===== src/rtl/tx_packet_deframer_if.sv =====
// Bus bundle for tx_packet_deframer: upstream FIFO read side, channel FIFO writes,
// command sink, status pulses and debug. master = deframer, slave = surroundings.
interface tx_packet_deframer_if #(
    parameter int NUM_CHAN = 2
);
    logic                pkt_rdy;
    logic [15:0]         rd_data;
    logic                rd_req;
    logic [31:0]         adctime;
    logic [NUM_CHAN-1:0] chan_space;
    logic [NUM_CHAN-1:0] chan_wr;
    logic [15:0]         chan_data;
    logic                cmd_enabled;
    logic                cmd_wr;
    logic [15:0]         cmd_data;
    logic                cmd_done;
    logic                late_pkt;
    logic                bad_chan;
    logic [15:0]         debugbus;

    modport master (
        input  pkt_rdy, rd_data, adctime, chan_space, cmd_enabled,
        output rd_req, chan_wr, chan_data, cmd_wr, cmd_data, cmd_done,
               late_pkt, bad_chan, debugbus
    );

    modport slave (
        output pkt_rdy, rd_data, adctime, chan_space, cmd_enabled,
        input  rd_req, chan_wr, chan_data, cmd_wr, cmd_data, cmd_done,
               late_pkt, bad_chan, debugbus
    );
endinterface


===== src/rtl/tx_packet_deframer.sv =====
// Splits fixed 256-word inband packets from the USB->TX FIFO into per-channel or command writes.
// Define TX_TIMESTAMP_EN to hold packets until adctime reaches their timestamp and drop late ones.
module tx_packet_deframer #(
    parameter int NUM_CHAN = 2,
    parameter int CMD_CHAN = 31
) (
    input  logic                  txclk,
    input  logic                  reset_n,
    tx_packet_deframer_if.master  bus
);
    typedef enum logic [3:0] {
        S_IDLE    = 4'd0,
        S_HDR0    = 4'd1,
        S_HDR1    = 4'd2,
        S_TS_HI   = 4'd3,
        S_TS_LO   = 4'd4,
        S_WAIT    = 4'd5,
        S_PAYLOAD = 4'd6,
        S_DISCARD = 4'd7
    } state_t;

    localparam logic [4:0] NCH_W = 5'(NUM_CHAN);
    localparam logic [4:0] CMD_W = 5'(CMD_CHAN);

    state_t      state;
    logic [7:0]  word_cnt;
    logic [4:0]  chan;
    logic [8:0]  nwords;
    logic [8:0]  pay_cnt;
    logic        cmd_done, late_pkt, bad_chan;

    logic        is_cmd, chan_ok, sel_space, sink_rdy, pay_left, pay_fire, last_pay;
    logic [9:0]  len_p1;
    logic [8:0]  half_len;

    assign is_cmd   = (chan == CMD_W);
    assign chan_ok  = is_cmd || (chan < NCH_W);
    assign len_p1   = {1'b0, bus.rd_data[8:0]} + 10'd1;
    assign half_len = len_p1[9:1];

    always_comb begin
        sel_space = 1'b0;
        for (int c = 0; c < NUM_CHAN; c++)
            if (chan == 5'(c)) sel_space = bus.chan_space[c];
    end

    assign sink_rdy = is_cmd ? bus.cmd_enabled : sel_space;
    assign pay_left = (pay_cnt != nwords);
    assign pay_fire = (state == S_PAYLOAD) && pay_left && sink_rdy;
    assign last_pay = (pay_cnt + 9'd1 == nwords);

    // Show-ahead FIFO: the word on rd_data is consumed in the same cycle rd_req is high.
    assign bus.rd_req = (state == S_HDR0) || (state == S_HDR1) || (state == S_TS_HI) ||
                        (state == S_TS_LO) || (state == S_DISCARD) || pay_fire;

    always_comb begin
        bus.chan_wr = '0;
        for (int c = 0; c < NUM_CHAN; c++)
            bus.chan_wr[c] = pay_fire && !is_cmd && (chan == 5'(c));
    end

    assign bus.chan_data = (pay_fire && !is_cmd) ? bus.rd_data : 16'h0;
    assign bus.cmd_wr    = pay_fire && is_cmd;
    assign bus.cmd_data  = (pay_fire && is_cmd) ? bus.rd_data : 16'h0;
    assign bus.cmd_done  = cmd_done;
    assign bus.late_pkt  = late_pkt;
    assign bus.bad_chan  = bad_chan;
    assign bus.debugbus  = {state, word_cnt, chan[3:0]};

`ifdef TX_TIMESTAMP_EN
    logic [15:0] ts_hi;
    logic [31:0] ts;
    logic [31:0] ts_diff;
    assign ts_diff = ts - bus.adctime;
`else
    logic unused_adctime;
    assign unused_adctime = ^bus.adctime;
`endif

    always_ff @(posedge txclk or negedge reset_n) begin
        if (!reset_n) begin
            state    <= S_IDLE;
            word_cnt <= 8'd0;
            chan     <= 5'd0;
            nwords   <= 9'd0;
            pay_cnt  <= 9'd0;
            cmd_done <= 1'b0;
            late_pkt <= 1'b0;
            bad_chan <= 1'b0;
`ifdef TX_TIMESTAMP_EN
            ts_hi    <= 16'h0;
            ts       <= 32'h0;
`endif
        end else begin
            cmd_done <= 1'b0;
            late_pkt <= 1'b0;
            bad_chan <= 1'b0;
            // 8-bit counter wraps to 0 on the 256th pop, which is also the IDLE return.
            if (bus.rd_req) word_cnt <= word_cnt + 8'd1;
            case (state)
                S_IDLE:  if (bus.pkt_rdy) state <= S_HDR0;
                S_HDR0: begin
                    chan  <= bus.rd_data[4:0];
                    state <= S_HDR1;
                end
                S_HDR1: begin
                    nwords  <= (half_len > 9'd252) ? 9'd252 : half_len;
                    pay_cnt <= 9'd0;
                    state   <= S_TS_HI;
                end
                S_TS_HI: begin
`ifdef TX_TIMESTAMP_EN
                    ts_hi <= bus.rd_data;
`endif
                    state <= S_TS_LO;
                end
                S_TS_LO: begin
`ifdef TX_TIMESTAMP_EN
                    ts <= {ts_hi, bus.rd_data};
                    if (!chan_ok) begin
                        bad_chan <= 1'b1;
                        state    <= S_DISCARD;
                    end else if ({ts_hi, bus.rd_data} == 32'hFFFF_FFFF) begin
                        state <= S_PAYLOAD;
                    end else begin
                        state <= S_WAIT;
                    end
`else
                    if (!chan_ok) begin
                        bad_chan <= 1'b1;
                        state    <= S_DISCARD;
                    end else begin
                        state <= S_PAYLOAD;
                    end
`endif
                end
                S_WAIT: begin
`ifdef TX_TIMESTAMP_EN
                    if (ts_diff == 32'h0) begin
                        state <= S_PAYLOAD;
                    end else if (ts_diff[31]) begin
                        late_pkt <= 1'b1;
                        state    <= S_DISCARD;
                    end
`else
                    state <= S_PAYLOAD;
`endif
                end
                S_PAYLOAD: begin
                    // Zero-length payload: nothing to send, no cmd_done.
                    if (!pay_left) begin
                        state <= S_DISCARD;
                    end else if (pay_fire) begin
                        pay_cnt <= pay_cnt + 9'd1;
                        if (last_pay) begin
                            cmd_done <= is_cmd;
                            state    <= (word_cnt == 8'd255) ? S_IDLE : S_DISCARD;
                        end
                    end
                end
                S_DISCARD: if (word_cnt == 8'd255) state <= S_IDLE;
                default:   state <= S_IDLE;
            endcase
        end
    end
endmodule

===== src/flat_wrapper.sv =====
// flat-port wrapper written by rule: the top's interface ports become plain ports
module tx_packet_deframer_flat 
#(
    parameter int NUM_CHAN = 2,
    parameter int CMD_CHAN = 31
)
  (txclk, reset_n, bus_pkt_rdy, bus_rd_data, bus_adctime, bus_chan_space, bus_cmd_enabled, bus_rd_req, bus_chan_wr, bus_chan_data, bus_cmd_wr, bus_cmd_data, bus_cmd_done, bus_late_pkt, bus_bad_chan, bus_debugbus);
  tx_packet_deframer_if #(.NUM_CHAN(NUM_CHAN)) bus_i ();
  input  logic txclk;
  input  logic reset_n;
  input wire logic [$bits(bus_i.pkt_rdy)-1:0] bus_pkt_rdy;
  input wire logic [$bits(bus_i.rd_data)-1:0] bus_rd_data;
  input wire logic [$bits(bus_i.adctime)-1:0] bus_adctime;
  input wire logic [$bits(bus_i.chan_space)-1:0] bus_chan_space;
  input wire logic [$bits(bus_i.cmd_enabled)-1:0] bus_cmd_enabled;
  output wire logic [$bits(bus_i.rd_req)-1:0] bus_rd_req;
  output wire logic [$bits(bus_i.chan_wr)-1:0] bus_chan_wr;
  output wire logic [$bits(bus_i.chan_data)-1:0] bus_chan_data;
  output wire logic [$bits(bus_i.cmd_wr)-1:0] bus_cmd_wr;
  output wire logic [$bits(bus_i.cmd_data)-1:0] bus_cmd_data;
  output wire logic [$bits(bus_i.cmd_done)-1:0] bus_cmd_done;
  output wire logic [$bits(bus_i.late_pkt)-1:0] bus_late_pkt;
  output wire logic [$bits(bus_i.bad_chan)-1:0] bus_bad_chan;
  output wire logic [$bits(bus_i.debugbus)-1:0] bus_debugbus;
  assign bus_i.pkt_rdy = bus_pkt_rdy;
  assign bus_i.rd_data = bus_rd_data;
  assign bus_i.adctime = bus_adctime;
  assign bus_i.chan_space = bus_chan_space;
  assign bus_i.cmd_enabled = bus_cmd_enabled;
  assign bus_rd_req = bus_i.rd_req;
  assign bus_chan_wr = bus_i.chan_wr;
  assign bus_chan_data = bus_i.chan_data;
  assign bus_cmd_wr = bus_i.cmd_wr;
  assign bus_cmd_data = bus_i.cmd_data;
  assign bus_cmd_done = bus_i.cmd_done;
  assign bus_late_pkt = bus_i.late_pkt;
  assign bus_bad_chan = bus_i.bad_chan;
  assign bus_debugbus = bus_i.debugbus;
  tx_packet_deframer #(.NUM_CHAN(NUM_CHAN), .CMD_CHAN(CMD_CHAN)) u_core (.txclk(txclk), .reset_n(reset_n), .bus(bus_i));
endmodule

===== config.mk =====
export PLATFORM = sky130hd
export DESIGN_NAME = tx_packet_deframer_flat
export DESIGN_NICKNAME = d
export VERILOG_FILES = /design/src/rtl/tx_packet_deframer_if.sv /design/src/rtl/tx_packet_deframer.sv /design/src/flat_wrapper.sv
export SDC_FILE = /design/constraint.sdc
export NUM_CORES = 1
export LEC_CHECK = 0
export CAP_MARGIN = 20
export CORE_MARGIN = 1.5
export CORE_UTILIZATION = 43
export CTS_CLUSTER_DIAMETER = 100
export CTS_CLUSTER_SIZE = 24
export DETAILED_ROUTE_END_ITERATION = 7
export GPL_TIMING_DRIVEN = 0
export HOLD_SLACK_MARGIN = 0.08
export PLACE_DENSITY = 0.81
export SYNTH_ARGS = -nofsm -noshare
export SYNTH_HDL_FRONTEND = slang
export SYNTH_SLANG_ARGS = --single-unit

===== constraint.sdc =====
create_clock -name txclk -period 2.9 [get_ports txclk]
set_input_delay 0.58 -clock txclk [delete_from_list [all_inputs] [get_ports txclk]]
set_output_delay 0.58 -clock txclk [all_outputs]
set_load 0.02 [all_outputs]

==> summary.txt <==
wire per inst = 15.8 um
drt drc = 0
Max Transition Viols Final = 0
row cnt = 28
Achievable Freq = 344 MHz
CP max stage cell = clkdlybuf4s50_1
total power = 2590 uW
Crit path largest cell delay = 0.43 ns
Power per Cell Area = 692 nW/um^2
die width = 80.6 um
Post-synth EDFFs = 0
most common cell after layout, fill and taps aside = clkdlybuf4s50_1
grt met3 use = 3.98%
CTS H-tree lvls = 2
Rel. slew slack = 48.4%
GRT overflow = 0
CTS Root Cell = clkbuf_8
Ports = 109
flop and latch count out of synthesis = 36
Slew @ Worst Pin = 0.773 ns
Worst R2R Path Depth = 8
status = complete, but fails checks
vias per cell = 5.55
worst-path cell chain = clkdlybuf4s50_1 -> mux2_4 -> a32oi_4 -> nor4_4 -> and2b_2 -> buf_8 -> and2_1 -> buf_2
Pre-antenna DRT Iters = 4
failing checks = negative setup slack
post-DP HPWL = 4760 um
vias in the first global route = 2567
startpoint types = input pin
sw frac = 41.2%
layout cells sized above 1 = 30.3%
GPL Wtd Cong = 0.927
reg-to-reg startpoint = u_core.pay_cnt[0]$_DFFE_PN0P_
syn avg cell area = 8.80 um^2
Synth async-reset ratio = 100%
clk_lat worst skew = 0.30 ns
Post-Route WL = 7340 um
Synth Warn # = 0
post-synthesis sequential area ratio = 34.8%
Tmin final = 2.90 ns
Switching Power = 1070 uW
Yosys top cell area share = 34.8%
total CTS buffers = 5
Final Hold Viols = 0
Arrival @ worst endpoint = 2.32 ns
Die ar. = 6490 um^2
Yosys cell types = 56
R2R Setup Slk = 0.28 ns
DRT antenna net count = 0
CTS sink count = 36
VDD IR max = 0.344 mV
LEAKAGE = 0.00165 uW
crit path max fanout = 10
RSZ-0062 raised after global routing = yes
period utilization = 100%
Mapped Cells = 294
Most used DFF post-synth = dfrtp_1
M1 GR Usage = 28.9%
Vias = 2580
initial core utilization = 44.2%
Syn Std Cell Area = 2590 um^2
core area = 5850 um^2
Top Usage Layer GRT = met2
chip height = 80.6 um
antenna violations before repair = 0
final worst slack = -0.00430 ns
most frequent cells in the layout = clkdlybuf4s50_1, and2_1, dfrtp_1, buf_4, nor2_1
Final setup viols = 3
largest net degree at the start of global routing = 37
Max Cap Viol = 0
worst r2r dst = u_core.state[2]$_DFFE_PN0P_
largest buffer count on any clock path = 2
first-pass GRT wire length = 11800 um
WP data required = 2.32 ns
P&R area growth vs syn = 44.8%
Int Power = 1520 uW
# port buffers = 71
Comb pwr share = 50.6%
Synth area leaders = dfrtp_1, and2_1, xor2_1
hold_buf cts = 0
Worst Skew = 0.0138 ns
routing usage on met2 = 40.3%
Net count, final = 446
Worst Hold Margin = 0.350 ns
sequential power share = 34.4%
Worst Hold Class = in2async
Initial DRC Count = 212
Clk network pwr share = 15.0%
Synth area leader = dfrtp_1
clock-pin slew on the worst setup and hold paths = 0.08 ns
Setup Crit Path Kind = in2out
GRT Resource Usage Total = 23.6%
CTS tree = built
CP endpoint kind = output pin
antenna fix cells = 0
area by class of cell:
type / instances / area [um^2]
clock buffers: 7 / 86.3
flip-flops and latches: 36 / 907
fillers: 471 / 2100
plain buffers: 21 / 181
repair buffers: 88 / 762
well taps: 75 / 93.8
multi-input cells: 227 / 1670
inverters: 10 / 37.5
clock inverters: 1 / 7.51
cells by family (layout without fill, tap and decap cells):
family | after synthesis | after routing | share of synthesized area (%)
simple gates | 133 | 133 | 29.3
compound gates | 56 | 56 | 14.8
flops | 36 | 36 | 34.8
buf+inv | 32 | 127 | 7.54
xor+xnor | 25 | 25 | 8.46
mux | 8 | 8 | 3.43
fa+ha+maj | 3 | 3 | 1.45
other cells | 1 | 2 | 0.145
worst max-delay path by stage:
stage	startpoint	to
floorplan	u_core.pay_cnt[0]$_DFFE_PN0P_	bus_cmd_data[10]
global placement	bus_chan_space[1]	bus_chan_data[7]
detailed placement	bus_chan_space[1]	bus_chan_data[5]
CTS	u_core.pay_cnt[3]$_DFFE_PN0P_	bus_chan_data[3]
global route	bus_chan_space[1]	bus_chan_data[6]
finish	bus_chan_space[1]	bus_chan_data[13]
registers in the layout, indices dropped and copies added, names as in the netlist:
name                 count
u_core.word_cnt          8
u_core.state             3
u_core.bus.cmd_done      1
u_core.bus.bad_chan      1
u_core.chan              5
u_core.nwords            9
u_core.pay_cnt           9
metal layers:
metal  vias up  wire length (um)
met1      1219              2950
met3        21               455
met4         0               214
li1       1217                 -
met5         -                 0
met2       123              3720
power groups by stage:
stage	logic (uW)	registers (uW)	clock network, uW
after CTS	1170	873	383
after global placement	1050	842	0
final	1310	892	389
after global routing	1420	908	410
after detailed placement	1080	852	0
after floorplan	665	874	0
cells in the mapped netlist, drive strengths merged (2+ instances only):
cell	instances
nor3	6
a211oi	3
o21ai	12
o31ai	2
nand2b	4
and4	2
nand3	8
nand2	18
nand4	8
a22o	2
a2111oi	2
nand3b	4
nor4	5
buf	12
nor2	20
and3	11
a41oi	2
or3	3
a32oi	3
a21oi	15
clkbuf	10
a211o	2
nor3b	2
xnor2	11
mux2	7
nor2b	2
dfrtp	36
ha	3
a31oi	3
inv	10
and2	34
xor2	14
a21o	2
per-stage QoR:
stage,TNS [ns],cell area [um^2],setup WS (ns),instances,utilization [%]
2_1_floorplan,0,2590,0.296,295,-
5_1_grt,-0.908,3750,-0.0611,465,64.0
3_3_place_gp,-16.52,3400,-0.733,441,58.0
6_report,-0.00536,3750,-0.00430,465,64.0
3_5_place_dp,-17.65,3390,-0.763,441,58.0
4_1_cts,0,3580,0.00102,455,61.2
critical path, delay by kind of cell:
family                 cells  cell delay, ns
AO/OA/AOI/OAI              1            0.23
buffers and inverters      3            0.73
multiplexers               1            0.28
AND/OR/NAND/NOR            3            0.50
what timing repair did:
| item | 4_1_cts | 5_1_grt |
|---|---|---|
| gates cloned | 0 | 2 |
| endpoints found under the setup margin | 36 | 38 |
| resized for setup | 155 | 57 |
| setup buffers | 7 | 8 |
| pin swaps | 4 | 7 |
(Power assumes the default switching activity.)
